==> config.mk <==
export PLATFORM = sky130hd
export DESIGN_NAME = sev_seg_scan
export DESIGN_NICKNAME = d
export VERILOG_FILES = /design/src/rtl/sev_seg_pkg.sv /design/src/rtl/seg_decode.sv /design/src/rtl/sev_seg_scan.sv
export SDC_FILE = /design/constraint.sdc
export NUM_CORES = 1
export LEC_CHECK = 0
export ABC_CLOCK_PERIOD_IN_PS = 4900
export CAP_MARGIN = 20
export CORE_MARGIN = 2
export CORE_UTILIZATION = 59
export CTS_CLUSTER_DIAMETER = 80
export DETAILED_ROUTE_END_ITERATION = 8
export PLACE_DENSITY = 0.84
export SYNTH_ARGS = -nofsm -noshare
export SYNTH_HDL_FRONTEND = slang
export SYNTH_SLANG_ARGS = --single-unit
==> constraint.sdc <==
create_clock -name clk -period 4.9 [get_ports clk]
set_clock_uncertainty 0.1 [all_clocks]
set_input_delay 1.225 -clock clk [delete_from_list [all_inputs] [get_ports clk]]
set_output_delay 1.225 -clock clk [all_outputs]
set_load 0.05 [all_outputs]
==> src/rtl/sev_seg_pkg.sv <==
// Shared constants for the 7-segment scan driver: the high-true hex glyph
// table, the blank pattern and the output polarity helper.
package sev_seg_pkg;

    // All segments dark, expressed high-true (gfedcba)
    localparam logic [6:0] SEG_OFF = 7'b0000000;

    // Standard hex glyphs, high-true, bit order {g,f,e,d,c,b,a}
    localparam logic [6:0] GLYPH_0 = 7'b0111111;
    localparam logic [6:0] GLYPH_1 = 7'b0000110;
    localparam logic [6:0] GLYPH_2 = 7'b1011011;
    localparam logic [6:0] GLYPH_3 = 7'b1001111;
    localparam logic [6:0] GLYPH_4 = 7'b1100110;
    localparam logic [6:0] GLYPH_5 = 7'b1101101;
    localparam logic [6:0] GLYPH_6 = 7'b1111101;
    localparam logic [6:0] GLYPH_7 = 7'b0000111;
    localparam logic [6:0] GLYPH_8 = 7'b1111111;
    localparam logic [6:0] GLYPH_9 = 7'b1101111;
    localparam logic [6:0] GLYPH_A = 7'b1110111;
    localparam logic [6:0] GLYPH_B = 7'b1111100;
    localparam logic [6:0] GLYPH_C = 7'b0111001;
    localparam logic [6:0] GLYPH_D = 7'b1011110;
    localparam logic [6:0] GLYPH_E = 7'b1111001;
    localparam logic [6:0] GLYPH_F = 7'b1110001;

    // Packed lookup table, entry n is the glyph for nibble n
    localparam logic [15:0][6:0] HEX_GLYPHS = {
        GLYPH_F, GLYPH_E, GLYPH_D, GLYPH_C,
        GLYPH_B, GLYPH_A, GLYPH_9, GLYPH_8,
        GLYPH_7, GLYPH_6, GLYPH_5, GLYPH_4,
        GLYPH_3, GLYPH_2, GLYPH_1, GLYPH_0
    };

    // Converts a high-true segment pattern to the pin polarity of the board
    function automatic logic [6:0] apply_pol(input logic [6:0] x, input logic active_low);
        return active_low ? ~x : x;
    endfunction

endpackage

==> src/rtl/seg_decode.sv <==
// Combinational hex nibble to high-true 7-segment glyph decoder.
module seg_decode
    import sev_seg_pkg::*;
(
    input  logic [3:0] nibble,
    output logic [6:0] glyph
);

    // Table lookup of the glyph for the selected nibble
    always_comb begin
        glyph = HEX_GLYPHS[nibble];
    end

endmodule

==> src/rtl/sev_seg_scan.sv <==
// Time-multiplexed driver for a bank of common-anode 7-segment displays.
// A new value is loaded into a pending register at any time and only copied
// to the displayed register at the end of a full scan, so a frame never mixes
// digits from two different values.
module sev_seg_scan #(
    parameter int NUM_DIGITS  = 4,
    parameter int REFRESH_DIV = 50000,
    parameter int ACTIVE_LOW  = 1
) (
    input  logic                    clk,
    input  logic                    rst,
    input  logic [4*NUM_DIGITS-1:0] value,
    input  logic [NUM_DIGITS-1:0]   dp,
    input  logic                    load,
    input  logic                    blank_lz,
    output logic [6:0]              seg,
    output logic                    dp_out,
    output logic [NUM_DIGITS-1:0]   an,
    output logic                    frame
);

    import sev_seg_pkg::*;

    localparam int PW = $clog2(REFRESH_DIV);
    localparam int IW = (NUM_DIGITS > 1) ? $clog2(NUM_DIGITS) : 1;
    localparam logic [PW-1:0] PRE_LAST = PW'(REFRESH_DIV - 1);
    localparam logic [IW-1:0] IDX_LAST = IW'(NUM_DIGITS - 1);
    localparam logic POL = (ACTIVE_LOW != 0);

    logic [PW-1:0]           prescaler;
    logic [IW-1:0]           idx;
    logic [4*NUM_DIGITS-1:0] pend_value;
    logic [NUM_DIGITS-1:0]   pend_dp;
    logic [4*NUM_DIGITS-1:0] act_value;
    logic [NUM_DIGITS-1:0]   act_dp;
    logic                    blank_mode;
    logic                    tick;
    logic                    swap;
    logic [NUM_DIGITS-1:0]   lz_mask;
    logic [NUM_DIGITS-1:0]   onehot;
    logic [3:0]              cur_nibble;
    logic                    cur_dp;
    logic                    cur_blank;
    logic [6:0]              glyph;

    assign tick = (prescaler == PRE_LAST);
    assign swap = tick && (idx == IDX_LAST);

    // Slot timer: one full count is one digit's on-time
    always_ff @(posedge clk) begin
        if (rst) begin
            prescaler <= '0;
        end else if (tick) begin
            prescaler <= '0;
        end else begin
            prescaler <= prescaler + 1'b1;
        end
    end

    // Digit index advances once per slot and wraps after the leftmost digit
    always_ff @(posedge clk) begin
        if (rst) begin
            idx <= '0;
        end else if (tick) begin
            idx <= (idx == IDX_LAST) ? '0 : idx + 1'b1;
        end
    end

    // Pending register holds the most recent load until the next frame boundary
    always_ff @(posedge clk) begin
        if (rst) begin
            pend_value <= '0;
            pend_dp    <= '0;
        end else if (load) begin
            pend_value <= value;
            pend_dp    <= dp;
        end
    end

    // Displayed register changes only between frames so a scan is never torn
    always_ff @(posedge clk) begin
        if (rst) begin
            act_value  <= '0;
            act_dp     <= '0;
            blank_mode <= 1'b0;
        end else if (swap) begin
            act_value  <= pend_value;
            act_dp     <= pend_dp;
            blank_mode <= blank_lz;
        end
    end

    // Leading-zero mask built from the leftmost digit down; digit 0 always shows
    always_comb begin
        logic zero_above;
        zero_above = 1'b1;
        lz_mask    = '0;
        for (int i = NUM_DIGITS - 1; i >= 0; i--) begin
            zero_above = zero_above && (act_value[4*i +: 4] == 4'h0);
            lz_mask[i] = (i != 0) && blank_mode && zero_above;
        end
    end

    // Select the nibble, decimal point, blank flag and anode for the current digit
    always_comb begin
        cur_nibble = 4'h0;
        cur_dp     = 1'b0;
        cur_blank  = 1'b0;
        onehot     = '0;
        for (int i = 0; i < NUM_DIGITS; i++) begin
            if (IW'(i) == idx) begin
                cur_nibble = act_value[4*i +: 4];
                cur_dp     = act_dp[i];
                cur_blank  = lz_mask[i];
                onehot[i]  = 1'b1;
            end
        end
    end

    seg_decode u_decode (
        .nibble (cur_nibble),
        .glyph  (glyph)
    );

    // Registered pin drivers, so the pins never glitch while the mux settles
    always_ff @(posedge clk) begin
        if (rst) begin
            seg    <= apply_pol(SEG_OFF, POL);
            dp_out <= POL;
            an     <= {NUM_DIGITS{POL}};
            frame  <= 1'b0;
        end else begin
            seg    <= apply_pol(cur_blank ? SEG_OFF : glyph, POL);
            dp_out <= POL ^ (cur_dp && !cur_blank);
            an     <= {NUM_DIGITS{POL}} ^ onehot;
            frame  <= swap;
        end
    end

endmodule

## After elaboration in Yosys (flattened, before gate mapping)

Memory sizes are Yosys's and may differ from the RTL's.
Cells that the tools add are included.

- Output and inout bits: 13
- Word-level logic and storage cells: 54
- RAM bits: 0
- Memories: 1
- Flip-flop bits (word level): 72
- Bits in latches: 0
- Bits in read-only memories: 112

Memories:

| name | words | width | read ports | clocked after Yosys merged registers in | write ports | line | text |
|---|---|---|---|---|---|---|---|
| (no name shown) | 16 | 7 | 1 | 0 | 0 | seg_decode.sv:11 | `glyph = HEX_GLYPHS[nibble];` |

- Reductions and logical operators: 13
- Bitwise operators: 3
- $add $sub $neg: 2
- Divide/modulo/power cells: 0
- Order comparisons: 1
- Shift operators: 0
- Equal/unequal tests: 5
- $mul: 0
- Multiplexer cells: 18

Operators by type and width:

| operator | count |
|---|---|
| 16-bit by 1-bit adder with 16-bit output, second input constant | 1 |
| 16-bit == test, second input constant | 1 |
| 4-bit 2-to-1 mux | 4 |
| 7-bit 2-to-1 mux | 2 |
| 4-bit zero test | 3 |
| 1-bit 2-to-1 mux | 11 |
| 1-bit logical AND | 7 |
| 7-bit inverter | 1 |
| 4-bit by 5-bit less-than comparator with 1-bit output, second input constant | 1 |
| 2-bit == test, first input constant | 2 |
| 4-bit inverter | 1 |
| 2-bit by 1-bit adder with 2-bit output, second input constant | 1 |
| 1-bit by 2-bit == test with 1-bit output, first input constant | 1 |
| 2-bit == test, second input constant | 1 |
| 2-bit zero test | 1 |
| 2-bit 2-to-1 mux | 1 |
| 2-bit OR reduction | 1 |
| 1-bit zero test | 1 |
| 1-bit inverter | 1 |

## Longest topological paths before layout

- Word-level depth: 10
- Mapped depth: 11

## Hierarchy

A second synthesis with hierarchy kept.

- Cell total of the unflattened synthesis: 355
- Area total of the unflattened synthesis: 3148.0 um2

By module, submodules not included:

| module | area each (um2) | times used | seq. area each (um2) | cells an instance |
|---|---|---|---|---|
| sev_seg_scan | 2860.2 | 1 | 1441.4 | 322 |
| seg_decode | 287.8 | 1 | 0.0 | 33 |

## Least setup slack after synthesis

No wires, ideal clock.

- Kind: register to register
- Start: reg idx[1]
- End: reg seg[3]
- Period minus slack after synthesis: 2.378 ns
- Buffers on the path: 1
- Data required time: 4.668 ns
- Slack: 2.522 ns
- Setup time: 0.132 ns
- Cell stages (with the launch flop): 12
- Arrival time: 2.146 ns
- Path through: dfxtp_1 inv_1 ha_1 buf_6 nor2b_1 a221oi_1 o31ai_1 inv_1 ha_1 mux2i_1 mux2_2 nand2_1

- Word-level cells in the longest chain between the ends: 9

RTL lines:

| element | line | text |
|---|---|---|
| start: declaration | sev_seg_scan.sv:31 | `logic [IW-1:0] idx;` |
| start signal: assignment | sev_seg_scan.sv:65 | `idx <= (idx == IDX_LAST) ? '0 : idx + 1'b1;` |
| 2-bit zero test | sev_seg_scan.sv:111 | `if (IW'(i) == idx) begin` |
| 4-bit 2-to-1 mux (4 in a row) | sev_seg_scan.sv:111 |  |
| memory read 16 x 7 bit | -- |  |
| 7-bit 2-to-1 mux (implied by the code) | seg_decode.sv:11 |  |
| 7-bit 2-to-1 mux (*) | sev_seg_scan.sv:133 | `seg <= apply_pol(cur_blank ? SEG_OFF : glyph, POL);` |
| 7-bit inverter (*) | sev_seg_pkg.sv:36 | `return active_low ? ~x : x;` |
| end signal: assignment | sev_seg_scan.sv:128 | `seg <= apply_pol(SEG_OFF, POL);` |
| end signal: assignment | sev_seg_scan.sv:133 |  |
| end: declaration | sev_seg_scan.sv:16 | `output logic [6:0] seg,` |

Every way passes the cells marked *; elsewhere a longest branch is shown, timed or not. The select of a mux whose other input is x is not followed.
A chain may end at the register's enable or synchronous reset.

## Worst setup path after layout

Same ends and word-level chain as after synthesis.

==> flow_metrics.tcl <==
set metrics [dict create \
    layout-drive-gt1-share 0.0826 \
    r2r_setup_slack_ns 2.07 \
    synth.cell_area_mm2 0.00311 \
    synth.ff_latch_count 72 \
    timing.critical_path.from_type "register" \
    slew_violations 0 \
    post_cts_resized 0 \
    synth_nets 345 \
    number_of_design_rule_violations_left_by_the_first_detailed_router_iteration 38 \
    route.antenna.remaining_nets 0 \
    power_report.internal_total_uw 921 \
    total_leakage_power_uw 0.00160 \
    fin_setup_tns_ns 0 \
    synth.yosys.seq_area_share 0.463 \
    routed_via_density 5.25 \
    critPathArrivalTime_ns 2.94 \
    io-pin-count 37 \
    rr_endpoint "seg[3]" \
    cts-htree-levels 3 \
    dp_cells 404 \
    netSwitchingPower_uw 256 \
    grtUsageTotal 0.203 \
    port-buffer-count 36 \
    relSlewSlack 0.465 \
    grt_max_degree 36 \
    grt_first_pass_wirelength_um 9570 \
    holdCritPathClass "register to register" \
    postCtsSetupRepairBufs 0 \
    rsz0062_at_grt "no" \
    cts_hold_buf 0 \
    antennaDiodeCount 0 \
    switching_share 0.218 \
    number_of_nets_in_the_layout 381 \
    overflow 0 \
    die-height_um 76.6 \
    syn-mean-instance-area_um2 10.0 \
    endpoint_kind "register" \
    cap_violations 0 \
    r2r_cells 10 \
    vias_in_the_first_global_route 2178 \
    synthCells 310 \
    worstReg2RegStart "idx[1]" \
    power.sequential.fraction 0.517 \
    fin_cells 421 \
    irDropWorstVdd_uv 225 \
    critical_path_peak_fanout 11 \
    whs_path_depth 1 \
    drt_pre_antenna_iters 4 \
    clock_sink_total 72 \
    maximum_clock_frequency_mhz 354 \
    routed-via-count 2209 \
    initial_antenna_violation_count 0 \
    synth.lib_cells_used.distinct 43 \
    route.detailed.drc 0 \
    powerDensity_mw_per_mm2 319 \
    power.clock.fraction 0.422 \
    clock_slew_seen_by_the_registers_of_the_worst_setup_and_hold_paths_ns 0.07 \
    dp_hpwl_um 3850 \
    setup_violations 0 \
    worstMarginPinSlew_ns 0.795 \
    setup.worst_path.end "seg[3]" \
    power.combinational.fraction 0.061 \
    detail_route.wl_per_cell_um 13.3 \
    worst_skew_pair.late_latency_ns 0.34 \
    die_area_mm2 0.00587 \
    routabilityCongestion 0.839 \
    final_hold_violation_count 0 \
    final_period_minus_worst_setup_slack_ns 2.83 \
    core_area_mm2 0.00511 \
    floorplan.rows 26 \
    cts-buffers-inserted 9 \
    crit_path_start "idx[1]" \
    cp.required_ns 5.01 \
    timing.setup.critical_path_class "register to register" \
    timing.final.crit_share 0.577 \
    cts-root-to-sink-buffers 2 \
    run_status "completed" \
    initial_utilization 0.609 \
    cts_tree "done" \
    synthToLayoutAreaGrowth_pct 18.5 \
    routed_wl_um 5590 \
    synth.yosys.warnings 0 \
    clk_root_buffer_cell "clkbuf_8" \
    die-width_um 76.6 \
]
[cell usage after synthesis]
cell type,n,area (µm²)
a311oi_4,1,26.3
nor4_1,3,18.8
nand2b_1,6,37.5
and4bb_1,1,12.5
buf_2,1,5.00
a21oi_1,6,30.0
and4bb_2,1,12.5
a311o_1,1,10.0
or2_1,1,6.26
and3_2,1,7.51
buf_6,2,22.5
nor4b_4,1,23.8
o21ai_0,1,5.00
a221oi_2,1,15.0
o221ai_1,6,52.6
inv_1,9,33.8
nand4_2,1,12.5
mux2i_1,46,460
nor2_1,64,240
nand2_1,14,52.6
xor2_1,9,78.8
nor3_1,3,15.0
inv_2,1,3.75
a311oi_2,1,15.0
nand3_1,7,35.0
a221oi_1,1,8.76
xnor2_1,6,52.6
o211ai_1,1,7.51
o31ai_1,1,7.51
nor2b_1,5,31.3
and3_1,1,6.26
dfxtp_1,72,1440
nor3b_2,1,12.5
a22oi_1,1,7.51
nand4_1,3,18.8
nand3b_1,4,30.0
ha_1,11,138
buf_4,3,22.5
mux2_2,1,11.3
clkbuf_1,6,22.5
nor2_2,1,6.26
buf_12,2,40.0
nor3b_1,2,15.0
[how the worst min path moves through the flow]
stage                 startpoint           end  slack, ns
floorplan           prescaler[0]  prescaler[0]       0.33
global placement    prescaler[0]  prescaler[0]       0.34
detailed placement  prescaler[0]  prescaler[0]       0.36
CTS                 prescaler[0]  prescaler[0]       0.38
global route        prescaler[0]  prescaler[0]       0.39
finish              prescaler[0]  prescaler[0]       0.37
[critical path, cell delays in order (launching register included)]
cell	delay, ns
dfxtp_1	0.38
inv_1	0.07
ha_1	0.29
nor2b_1	0.18
a221oi_1	0.11
o31ai_1	0.70
inv_1	0.20
ha_1	0.29
mux2i_1	0.16
mux2_2	0.16
nand2_1	0.04
[through the flow]
stage / setup WS (ns) / total power, µW / utilization / hold slack [ns] / area, µm²
2_1_floorplan: 2.52 / 661 / - / 0.330 / 3110
3_3_place_gp: 1.84 / 691 / 0.678 / 0.342 / 3460
3_5_place_dp: 1.77 / 693 / 0.678 / 0.356 / 3460
4_1_cts: 2.06 / 1180 / 0.719 / 0.376 / 3670
5_1_grt: 1.92 / 1220 / 0.722 / 0.391 / 3690
6_report: 2.07 / 1180 / 0.722 / 0.366 / 3690
[power groups by stage]
| stage | sequential, µW | clock [µW] | combinational [µW] |
|---|---|---|---|
| global placement | 621 | 0 | 69.8 |
| floorplan | 630 | 0 | 31.0 |
| finish | 608 | 497 | 71.7 |
| global route | 610 | 533 | 77.8 |
| CTS | 608 | 504 | 71.6 |
| detailed placement | 621 | 0 | 71.5 |
[state kept, by name (all words and copies together) (netlist names)]
signal	cells
act_dp	4
act_value	16
an	4
blank_mode	1
dp_out	1
frame	1
idx	2
pend_dp	4
pend_value	16
prescaler	16
seg	7
[logic make-up (layout without fill, tap and decap cells)]
group	Yosys count	count (layout)	share of synthesized area
fa+ha+maj	11	11	0.0442
simple gates	120	120	0.191
xor+xnor	15	15	0.0422
mux	47	47	0.152
flops	72	72	0.463
buf+inv	24	65	0.0482
compound gates	21	21	0.0595
[cell type report]
class | instances | area (µm²)
clock buffers | 10 | 128
clock inverters | 6 | 83.8
flip-flops and latches | 72 | 1440
multi-input cells | 214 | 1520
well taps | 70 | 87.6
fillers | 387 | 1420
inverters | 10 | 37.5
repair buffers | 39 | 390
[per-layer routing]
layer  GRT usage  up-vias  share of wire
li1            -     1131              -
met1       0.238     1034           0.46
met2       0.349       36           0.50
met3      0.0379        8          0.031
met4       0.111        0          0.016
met5           0        -              0
[cell usage in the layout (no fill, tap or decap), types with 4 or more instances in the layout]
cell type and instances:
dfxtp_1 72, xnor2_1 6, nor2_1 64, mux2i_1 46
inv_1 9, xor2_1 9, o221ai_1 6, clkbuf_8 9
a21oi_1 6, nand3b_1 4, ha_1 11, nor2b_1 5
nand2_1 14, clkdlybuf4s50_1 36, nand3_1 7, nand2b_1 6
No activity file was read; power rests on OpenSTA's default activity.
